$ cat src/rtl/fp_pkg.sv
// Floating-point format helpers shared by the integer-to-float datapath.
// Packages cannot be parametrised, so users size formats through these functions.
package fp_pkg;

    function automatic int fp_width(input int e, input int m);
        return 1 + e + m;
    endfunction

    function automatic int fp_bias(input int e);
        return (1 << (e - 1)) - 1;
    endfunction

    function automatic int fp_exp_ones(input int e);
        return (1 << e) - 1;
    endfunction

    localparam int SP_EXP_W = 8;
    localparam int SP_MAN_W = 23;
    localparam int HP_EXP_W = 5;
    localparam int HP_MAN_W = 10;

    typedef struct packed {
        logic                sign;
        logic [SP_EXP_W-1:0] exp;
        logic [SP_MAN_W-1:0] man;
    } fp32_t;

    typedef struct packed {
        logic                sign;
        logic [HP_EXP_W-1:0] exp;
        logic [HP_MAN_W-1:0] man;
    } fp16_t;

endpackage

$ cat src/rtl/int_to_fp_lzc.sv
// Combinational leading-zero counter; count equals WIDTH when the input is zero.
module int_to_fp_lzc
    import fp_pkg::*;
#(
    parameter  int WIDTH = 32,
    localparam int CNT_W = $clog2(WIDTH + 1)
) (
    input  logic [WIDTH-1:0] din,
    output logic [CNT_W-1:0] count,
    output logic             zero
);

    logic found;

    always_comb begin
        count = CNT_W'(WIDTH);
        found = 1'b0;
        for (int i = WIDTH - 1; i >= 0; i--) begin
            if (!found && din[i]) begin
                count = CNT_W'(WIDTH - 1 - i);
                found = 1'b1;
            end
        end
    end

    assign zero = ~|din;

endmodule

$ cat src/rtl/int_to_fp_pipe.sv
// Three-stage integer-to-float converter with round-to-nearest-even,
// inexact/overflow flags and full valid/ready backpressure.
module int_to_fp_pipe
    import fp_pkg::*;
#(
    parameter  int INT_WIDTH  = 32,
    parameter  int INT_SIGNED = 0,
    parameter  int EXP_WIDTH  = 8,
    parameter  int MAN_WIDTH  = 23,
    localparam int FP_WIDTH   = fp_width(EXP_WIDTH, MAN_WIDTH)
) (
    input  logic                 clk,
    input  logic                 rst_n,
    input  logic [INT_WIDTH-1:0] in_data,
    input  logic                 in_valid,
    output logic                 in_ready,
    output logic [FP_WIDTH-1:0]  out_data,
    output logic                 out_valid,
    input  logic                 out_ready,
    output logic                 out_inexact,
    output logic                 out_overflow
);

    localparam int LZ_W     = $clog2(INT_WIDTH + 1);
    localparam int XW       = EXP_WIDTH + LZ_W + 2;
    localparam int BIAS     = fp_bias(EXP_WIDTH);
    localparam int EXP_ONES = fp_exp_ones(EXP_WIDTH);
    localparam int NW       = INT_WIDTH - 1;
    localparam int EXT_W    = NW + MAN_WIDTH + 1;
    localparam int RES_W    = FP_WIDTH + 2;

    if (INT_WIDTH < 2 || EXP_WIDTH < 2 || MAN_WIDTH < 1) begin : g_param_check
        $fatal(1, "int_to_fp_pipe: INT_WIDTH>=2, EXP_WIDTH>=2, MAN_WIDTH>=1 required");
    end

    // Rounds the normalised magnitude (implicit leading one dropped) and
    // packs {result, inexact, overflow}; overflow saturates to infinity.
    function automatic logic [RES_W-1:0] round_pack(
        input logic            sign,
        input logic            zero,
        input logic [LZ_W-1:0] lz,
        input logic [NW-1:0]   norm
    );
        logic [EXT_W-1:0]     ext;
        logic [MAN_WIDTH-1:0] frac;
        logic                 guard;
        logic                 sticky;
        logic                 up;
        logic [MAN_WIDTH:0]   man_r;
        logic [XW-1:0]        exp_r;
        logic                 ovf;
        logic                 inx;
        logic [FP_WIDTH-1:0]  res;
        ext    = {norm, {(MAN_WIDTH + 1){1'b0}}};
        frac   = ext[EXT_W-1 -: MAN_WIDTH];
        guard  = ext[EXT_W-1-MAN_WIDTH];
        sticky = |ext[EXT_W-2-MAN_WIDTH:0];
        up     = guard & (sticky | frac[0]);
        man_r  = {1'b0, frac} + {{MAN_WIDTH{1'b0}}, up};
        exp_r  = XW'(INT_WIDTH - 1 + BIAS) - XW'(lz) + XW'(man_r[MAN_WIDTH]);
        ovf    = (exp_r >= XW'(EXP_ONES));
        inx    = guard | sticky | ovf;
        if (zero) begin
            res = '0;
            inx = 1'b0;
            ovf = 1'b0;
        end else if (ovf) begin
            res = {sign, {EXP_WIDTH{1'b1}}, {MAN_WIDTH{1'b0}}};
        end else begin
            res = {sign, exp_r[EXP_WIDTH-1:0], man_r[MAN_WIDTH-1:0]};
        end
        return {res, inx, ovf};
    endfunction

    logic                 vld_p0, vld_p1, vld_p2;
    logic                 adv_p0, adv_p1, adv_p2;
    logic                 in_sign;
    logic [INT_WIDTH-1:0] in_mag;
    logic                 sign_p0;
    logic [INT_WIDTH-1:0] mag_p0;
    logic [LZ_W-1:0]      lz_cnt;
    logic                 lz_zero;
    logic                 sign_p1;
    logic                 zero_p1;
    logic [LZ_W-1:0]      lz_p1;
    logic [NW-1:0]        norm_p1;
    logic [FP_WIDTH-1:0]  data_p2;
    logic                 inexact_p2;
    logic                 overflow_p2;

    // A stage may load when it is empty or its content moves on this cycle.
    assign adv_p2   = out_ready | ~vld_p2;
    assign adv_p1   = adv_p2 | ~vld_p1;
    assign adv_p0   = adv_p1 | ~vld_p0;
    assign in_ready = adv_p0;

    assign in_sign = (INT_SIGNED != 0) && in_data[INT_WIDTH-1];
    assign in_mag  = in_sign ? -in_data : in_data;

    int_to_fp_lzc #(.WIDTH(INT_WIDTH)) u_lzc (
        .din   (mag_p0),
        .count (lz_cnt),
        .zero  (lz_zero)
    );

    always_ff @(posedge clk or negedge rst_n) begin
        if (!rst_n) begin
            vld_p0      <= 1'b0;
            vld_p1      <= 1'b0;
            vld_p2      <= 1'b0;
            data_p2     <= '0;
            inexact_p2  <= 1'b0;
            overflow_p2 <= 1'b0;
        end else begin
            if (adv_p0) vld_p0 <= in_valid;
            if (adv_p1) vld_p1 <= vld_p0;
            if (adv_p2) vld_p2 <= vld_p1;
            // stage 3: round, pack and flag
            if (adv_p2 && vld_p1) begin
                {data_p2, inexact_p2, overflow_p2} <= round_pack(sign_p1, zero_p1, lz_p1, norm_p1);
            end
        end
    end

    always_ff @(posedge clk) begin
        // stage 1: sign and magnitude
        if (adv_p0 && in_valid) begin
            sign_p0 <= in_sign;
            mag_p0  <= in_mag;
        end
        // stage 2: normalise
        if (adv_p1 && vld_p0) begin
            sign_p1 <= sign_p0;
            zero_p1 <= lz_zero;
            lz_p1   <= lz_cnt;
            norm_p1 <= NW'(mag_p0 << lz_cnt);
        end
    end

    assign out_valid    = vld_p2;
    assign out_data     = data_p2;
    assign out_inexact  = inexact_p2;
    assign out_overflow = overflow_p2;

endmodule

$ cat config.mk
export PLATFORM = sky130hd
export DESIGN_NAME = int_to_fp_pipe
export DESIGN_NICKNAME = d
export VERILOG_FILES = /design/src/rtl/fp_pkg.sv /design/src/rtl/int_to_fp_lzc.sv /design/src/rtl/int_to_fp_pipe.sv
export SDC_FILE = /design/constraint.sdc
export NUM_CORES = 1
export LEC_CHECK = 0
export CAP_MARGIN = 15
export CORE_MARGIN = 5
export CORE_UTILIZATION = 50
export CTS_BUF_LIST = sky130_fd_sc_hd__clkbuf_4 sky130_fd_sc_hd__clkbuf_8 sky130_fd_sc_hd__clkbuf_16
export DETAILED_ROUTE_END_ITERATION = 16
export HOLD_SLACK_MARGIN = 0.12
export PLACE_DENSITY = 0.72
export RECOVER_POWER = 25
export REMOVE_ABC_BUFFERS = 1
export SKIP_LAST_GASP = 1
export SYNTH_ARGS = -nofsm -noshare
export SYNTH_HDL_FRONTEND = slang
export SYNTH_SLANG_ARGS = --single-unit
$ cat constraint.sdc
create_clock -name clk -period 5.8 [get_ports clk]
set_clock_uncertainty 0.15 [all_clocks]
set_input_delay 1.16 -clock clk [delete_from_list [all_inputs] [get_ports clk]]
set_output_delay 1.16 -clock clk [all_outputs]
set_load 0.01 [all_outputs]
==> insert_results.sql, run 1 <==
INSERT INTO impl_metrics (metric_group, metric, value, unit) VALUES
('run', 'drv.max_cap_violation_count', '1', ''),
('critical_path', 'setup_crit_path_kind', 'reg2reg', ''),
('timing', 'final_total_negative_setup_slack', '0', 'ns'),
('clocking', 'clkSlewWorstSetupHoldPaths', '0.07', 'ns'),
('floorplan', 'placementRows', '41', ''),
('timing', 'maxSlewHeadroom', '-0.213', ''),
('timing', 'layout_min_cycle_time', '4.72', 'ns'),
('timing', 'rsz_0062_raised_after_global_routing', 'false', ''),
('clocking', 'cts.htree.levels', '3', ''),
('critical_path', 'end_kind', 'register', ''),
('floorplan', 'die_area', '15100', 'um^2'),
('floorplan', 'die_y', '123', 'um'),
('synthesis', 'synth_ff_type', 'sky130_fd_sc_hd__edfxtp_1', ''),
('grt', 'global_route_congestion_overflow_total', '0', ''),
('grt', 'wire_length_of_the_first_global_routing_pass', '28200', 'um'),
('routing', 'dr.pass1.iters', '5', ''),
('power', 'power_leakage', '2.69', 'nW'),
('floorplan', 'io_pins', '72', ''),
('power', 'vdd_drop_max', '121', 'uV'),
('clocking', 'clk_root_buffer_cell', 'sky130_fd_sc_hd__clkbuf_16', ''),
('critical_path', 'reg2reg_slack', '1.08', 'ns'),
('synthesis', 'synth_cell_types', '80', ''),
('timing', 'max_freq', '212', 'MHz'),
('timing', 'setup_viol_count_final', '0', ''),
('critical_path', 'slowest_delay', '0.65', 'ns'),
('synthesis', 'ys_warn_count', '0', ''),
('critical_path', 'critPathSlowestCell', 'sky130_fd_sc_hd__nor4_2', ''),
('clocking', 'cts_buffers', '9', ''),
('final_layout', 'mostFrequentLayoutCell', 'sky130_fd_sc_hd__nand2_1', ''),
('clocking', 'cts.hold.buffers_added', '0', ''),
('timing', 'finalCritPeriodShare', '0.813', ''),
('grt', 'antenna_found_initial', '0', ''),
('clocking', 'cts_tree', 'yes', ''),
('status', 'outcome', 'finished with violations', ''),
('timing', 'timing.final.max_slew_violations', '37', ''),
('grt', 'grt_max_degree', '43', ''),
('synthesis', 'synth.avg_cell_area', '10.1', 'um^2'),
('min_path', 'hp-class', 'reg2reg', ''),
('routing', 'average_routed_wire_per_standard_cell', '21.1', 'um'),
('synthesis', 'share_of_synthesized_area_occupied_by_flip_flops_and_latches', '0.470', ''),
('critical_path', 'worst-path-max-fanout', '23', ''),
('synthesis', 'synth.ff_latch_count', '106', ''),
('timing', 'number_of_hold_slack_violations_in_the_final_timing_report', '0', ''),
('final_layout', 'most-common-layout-cells', 'sky130_fd_sc_hd__nand2_1, sky130_fd_sc_hd__edfxtp_1, sky130_fd_sc_hd__nor2_1, sky130_fd_sc_hd__o21ai_0, sky130_fd_sc_hd__clkdlybuf4s50_1', ''),
('synthesis', 'synthesis.instances', '634', ''),
('routing', 'wl', '18400', 'um'),
('critical_path', 'cpLargestDelayFamily', 'simple AND/OR/NAND/NOR gates', ''),
('clocking', 'clock_sinks', '106', ''),
('routing', 'viasPerCell', '6.38', ''),
('floorplan', 'placeableCoreArea', '12600', 'um^2'),
('final_layout', 'multi_input_comb_area', '3180', 'um^2'),
('routing', 'drt_iter0_drc', '552', ''),
('critical_path', 'crit_required', '5.74', 'ns'),
('placed_design', 'hpwl', '13900', 'um'),
('routing', 'route.antenna.remaining_nets', '0', ''),
('status', 'failed_checks', 'capacitance limit, slew limit', ''),
('clocking', 'cts_resized', '0', ''),
('final_layout', 'final_layout_size_suffix_gt1_frac', '0.0759', ''),
('routing', 'route.detailed.drc', '0', ''),
('synthesis', 'synth_area', '6390', 'um^2'),
('power', 'power_per_cell_area', '275', 'nW/um^2'),
('critical_path', 'critical_path_buf_inv_count', '1', ''),
('final_layout', 'sequential_cell_area', '3000', 'um^2'),
('grt', 'first_global_vias', '5129', ''),
('synthesis', 'number_of_flops_mapped_to_enable_cells_by_yosys', '70', ''),
('floorplan', 'floorplan.initialDensity', '0.508', ''),
('synthesis', 'synth_async_sr_flop_share', '0.340', ''),
('critical_path', 'crit_chain', 'nor4_2 -> nand4_1 -> o22ai_1 -> a41oi_1 -> nand2_1 -> nand2_2 -> inv_2 -> mux2i_1 -> a21oi_1 -> a22o_1 -> or4_1', ''),
('floorplan', 'die_w', '123', 'um'),
('routing', 'dr_total_vias', '5553', ''),
('clocking', 'clock_insertion_delay_at_the_later_pin_of_the_skew_report', '0.35', 'ns');
[layout make-up]
cell class,instances,share of cell area
clock buffers,12,0.0330
clock inverters,4,0.00451
inverters,15,0.00751
multi-input cells,482,0.424
flip-flops and latches,106,0.401
well taps,172,0.0287
repair buffers,79,0.102
[flip-flops by register name, summed over array words and instances, names as in the netlist]
| name | cells |
|---|---|
| out_data | 31 |
| lz_p1 | 6 |
| mag_p0 | 32 |
| out_overflow | 1 |
| vld_p0 | 1 |
| out_valid | 1 |
| zero_p1 | 1 |
| norm_p1 | 31 |
| vld_p1 | 1 |
| out_inexact | 1 |
[cell usage after synthesis, drive strengths merged (7+ instances only)]
master | n | area, um^2
nand3 | 20 | 100
a21oi | 18 | 90.1
xor2 | 11 | 96.3
and3 | 7 | 43.8
a221oi | 12 | 118
edfxtp | 70 | 2100
and2 | 7 | 43.8
inv | 15 | 56.3
nand2 | 74 | 280
xnor2 | 15 | 131
nor3 | 11 | 60.1
o221ai | 8 | 70.1
nor2 | 48 | 190
nand2b | 13 | 81.3
o21ai | 49 | 260
o211ai | 12 | 90.1
clkbuf | 16 | 61.3
o22ai | 9 | 56.3
mux2i | 28 | 280
buf | 15 | 105
dfrtp | 36 | 901
nor4 | 16 | 149
a22oi | 30 | 235
[per-layer routing]
layer | share of wire | wire length [um] | track usage | up-vias
li1 | - | - | - | 2571
met1 | 0.41 | 7590 | 0.313 | 2623
met2 | 0.48 | 8890 | 0.414 | 310
met3 | 0.061 | 1120 | 0.0334 | 49
met4 | 0.042 | 781 | 0.116 | 0
met5 | 0 | 0 | 0 | -
[per-stage QoR]
stage               instance area, um^2  cells  hold WS (ns)  setup slack, ns
finish                             7500    870         0.328             1.08
global route                       7500    870         0.364            0.857
CTS                                7500    870         0.335             1.20
detailed placement                 7220    854         0.314             1.21
global placement                   7210    853         0.306             1.16
floorplan                          6220    603         0.299             1.47
[worst min-delay path, cell delays in order (launching register included)]
cell and delay, ns:
sky130_fd_sc_hd__dfrtp_1 0.34, sky130_fd_sc_hd__nand2_1 0.04, sky130_fd_sc_hd__o21ai_0 0.06
[power by group]
part	leakage [nW]	switching, mW	internal (mW)
registers	1.14	0.0848	0.923
logic	1.42	0.261	0.212
clock network	0.138	0.271	0.310
[final timing paths]
path                            cells after the start          from      endpoint
worst min-delay path                                2  out_data[25]  out_data[25]
max in group asynchronous                           1         rst_n  out_data[11]
worst min register to register                      2  out_data[25]  out_data[25]
worst max-delay path                               11    mag_p0[11]   norm_p1[25]
worst max register to register                     11    mag_p0[11]   norm_p1[25]
min in group asynchronous                           1         rst_n  out_data[28]
[cells by family (layout without fill, tap and decap cells)]
kind of cell,after synthesis,after routing,synth area share
compound gates,196,196,0.219
xor+xnor,26,26,0.0357
fa+ha+maj,5,5,0.00979
buf+inv,46,110,0.0349
flops,106,106,0.470
mux,33,33,0.0527
other cells,1,1,0.000587
simple gates,221,221,0.177
(Power assumes the default switching activity.)
==> run 2, diff against run 1 <==
==> constraint.sdc (replaced) <==
create_clock -name clk -period 4.4 [get_ports clk]
set_clock_uncertainty 0.15 [all_clocks]
set_input_delay 0.88 -clock clk [delete_from_list [all_inputs] [get_ports clk]]
set_output_delay 0.88 -clock clk [all_outputs]
set_load 0.01 [all_outputs]
==> run 2 against run 1 <==
  * The run still ends with capacitance limit, slew limit left
  * Highest routed layer unchanged
  * Final cell count up 4.9%
  * Count of clock-buffer cells in the layout is 3 lower
  * Sequential share of layout area shrank 1.8 points
  * Clock power increased by 42%
==> insert_results.sql, run 2 (same netlist as run 1, synthesis figures left out) <==
INSERT INTO impl_metrics (metric_group, metric, value, unit) VALUES
('routing', 'dr_total_vias', '5669', ''),
('timing', 'number_of_hold_slack_violations_in_the_final_timing_report', '0', ''),
('timing', 'maxSlewHeadroom', '-0.241', ''),
('floorplan', 'placementRows', '41', ''),
('routing', 'wl', '18700', 'um'),
('final_layout', 'max_flop_register', 'mag_p0', ''),
('critical_path', 'critPathLaunch', 'mag_p0[29]', ''),
('floorplan', 'io_pins', '72', ''),
('run', 'drv.max_cap_violation_count', '1', ''),
('placed_design', 'detailed_place.area', '7540', 'um^2'),
('clocking', 'cts_max_path_buffers', '2', ''),
('timing', 'tightest_pin_transition', '1.86', 'ns'),
('power', 'power_leakage', '2.92', 'nW'),
('critical_path', 'setup.worst_path.start_class', 'register', ''),
('routing', 'route.detailed.drc', '0', ''),
('floorplan', 'die_area', '15100', 'um^2'),
('timing', 'fin_hold_ws', '0.329', 'ns'),
('final_layout', 'num-nets-final', '777', ''),
('routing', 'average_routed_wire_per_standard_cell', '20.5', 'um'),
('timing', 'rsz_0062_raised_after_global_routing', 'false', ''),
('grt', 'antenna_found_initial', '0', ''),
('critical_path', 'crit_required', '4.32', 'ns'),
('critical_path', 'end_kind', 'register', ''),
('clocking', 'clkSlewWorstSetupHoldPaths', '0.08', 'ns'),
('power', 'post-layout-total-power', '2.82', 'mW'),
('final_layout', 'sequential_cell_area', '3000', 'um^2'),
('clocking', 'clock_insertion_delay_at_the_later_pin_of_the_skew_report', '0.36', 'ns'),
('floorplan', 'die_y', '123', 'um'),
('power', 'netSwitchingPower', '842', 'uW'),
('status', 'outcome', 'finished with violations', ''),
('placed_design', 'globalplace.congestion', '1.01', ''),
('clocking', 'clock_sinks', '106', ''),
('power', 'p_comb_frac', '0.238', ''),
('power', 'power.internal', '1.98', 'mW'),
('timing', 'setup_viol_count_final', '0', ''),
('final_layout', 'multi_input_comb_area', '3170', 'um^2'),
('clocking', 'postCtsSetupRepairBufs', '0', ''),
('critical_path', 'timing.reg2reg.worst_path_depth', '11', ''),
('clocking', 'cts.htree.levels', '3', ''),
('min_path', 'worst_hold_startpoint', 'out_data[7]', ''),
('timing', 'finalCritPeriodShare', '0.904', ''),
('power', 'p_seq_frac', '0.470', ''),
('power', 'p_clk_frac', '0.292', ''),
('status', 'failed_checks', 'capacitance limit, slew limit', ''),
('final_layout', 'final_layout_size_suffix_gt1_frac', '0.128', ''),
('floorplan', 'floorplan.initialDensity', '0.508', ''),
('power', 'power_per_cell_area', '360', 'nW/um^2'),
('timing', 'final_total_negative_setup_slack', '0', 'ns'),
('routing', 'dr.pass1.iters', '6', ''),
('min_path', 'min_path_cells', '2', ''),
('grt', 'grt_max_degree', '43', ''),
('power', 'switching_share', '0.298', ''),
('final_layout', 'fillCellCount', '1051', ''),
('critical_path', 'setup_crit_path_kind', 'reg2reg', ''),
('final_layout', 'layout-area-overhead-vs-synth', '22.8', '%'),
('final_layout', 'antenna_cells', '0', ''),
('timing', 'timing.final.max_slew_violations', '37', ''),
('floorplan', 'die_w', '123', 'um'),
('routing', 'viasPerCell', '6.21', ''),
('timing', 'layout_min_cycle_time', '3.98', 'ns'),
('clocking', 'clk_root_buffer_cell', 'sky130_fd_sc_hd__clkbuf_16', ''),
('placed_design', 'io_buffers', '70', ''),
('grt', 'first_global_vias', '5472', ''),
('final_layout', 'most-common-layout-cells', 'sky130_fd_sc_hd__nand2_1, sky130_fd_sc_hd__edfxtp_1, sky130_fd_sc_hd__buf_4, sky130_fd_sc_hd__nor2_1, sky130_fd_sc_hd__o21ai_0', ''),
('final_layout', 'fin_area', '7840', 'um^2'),
('routing', 'drt_iter0_drc', '570', ''),
('min_path', 'hp-class', 'reg2reg', ''),
('final_layout', 'largest_reg_flops', '32', ''),
('critical_path', 'reg2reg_from', 'mag_p0[29]', ''),
('grt', 'track_usage', '0.254', ''),
('clocking', 'cts.hold.buffers_added', '0', ''),
('power', 'vdd_drop_max', '228', 'uV'),
('clocking', 'cts_tree', 'yes', ''),
('final_layout', 'mostFrequentLayoutCell', 'sky130_fd_sc_hd__nand2_1', ''),
('clocking', 'cts_buffers', '9', ''),
('grt', 'wire_length_of_the_first_global_routing_pass', '29300', 'um'),
('clocking', 'cts_resized', '0', ''),
('timing', 'max_freq', '251', 'MHz'),
('routing', 'route.antenna.remaining_nets', '0', ''),
('placed_design', 'hpwl', '14300', 'um'),
('floorplan', 'placeableCoreArea', '12600', 'um^2'),
('critical_path', 'arrival_time_worst_endpoint', '3.90', 'ns'),
('grt', 'global_route_congestion_overflow_total', '0', ''),
('critical_path', 'worst-path-max-fanout', '14', '');
==> run 2: final timing paths <==
kind                                     end  slack [ns]
worst min register to register   out_data[7]        0.33
min in group asynchronous          out_valid        0.87
worst max register to register   norm_p1[27]        0.42
worst min-delay path             out_data[7]        0.33
max in group asynchronous       out_data[17]        2.16
worst max-delay path             norm_p1[27]        0.42
==> run 2: layout make-up <==
cell class	instances	area share
inverter	15	0.00718
sequential	106	0.383
clock inverter	7	0.00989
tap	172	0.0274
timing repair buffer	122	0.140
clock buffer	9	0.0287
multi-input combinational	482	0.404
==> run 2: metrics by stage <==
stage / std cells / setup slack [ns] / util
2_1_floorplan: 603 / 0.0679 / -
3_3_place_gp: 897 / 0.501 / 0.600
3_5_place_dp: 897 / 0.498 / 0.600
4_1_cts: 913 / 0.476 / 0.624
5_1_grt: 913 / 0.212 / 0.624
6_report: 913 / 0.420 / 0.624
==> run 2: routing by layer <==
layer,part of all wire,wire (um),GRT usage
met1,0.40,7440,0.319
met2,0.48,9050,0.425
met3,0.076,1420,0.0540
met4,0.044,825,0.111
met5,0,0,0
==> run 2: power groups by stage <==
stage	clock, mW	combinational [mW]	sequential (mW)
global placement	0	0.665	1.34
floorplan	0	0.316	1.35
finish	0.824	0.670	1.33
global route	0.884	0.727	1.34
CTS	0.845	0.675	1.33
detailed placement	0	0.670	1.35
==> run 2: critical path, cell delays in order, from the launching register on <==
cell                       delay (ns)
sky130_fd_sc_hd__edfxtp_1        0.49
sky130_fd_sc_hd__or4_4           0.71
sky130_fd_sc_hd__nor3_2          0.33
sky130_fd_sc_hd__and3_1          0.29
sky130_fd_sc_hd__nor2_4          0.07
sky130_fd_sc_hd__o21ai_4         0.31
sky130_fd_sc_hd__inv_2           0.14
sky130_fd_sc_hd__buf_12          0.18
sky130_fd_sc_hd__a221oi_2        0.21
sky130_fd_sc_hd__a211oi_1        0.09
sky130_fd_sc_hd__nor4_1          0.47
sky130_fd_sc_hd__o221ai_1        0.23
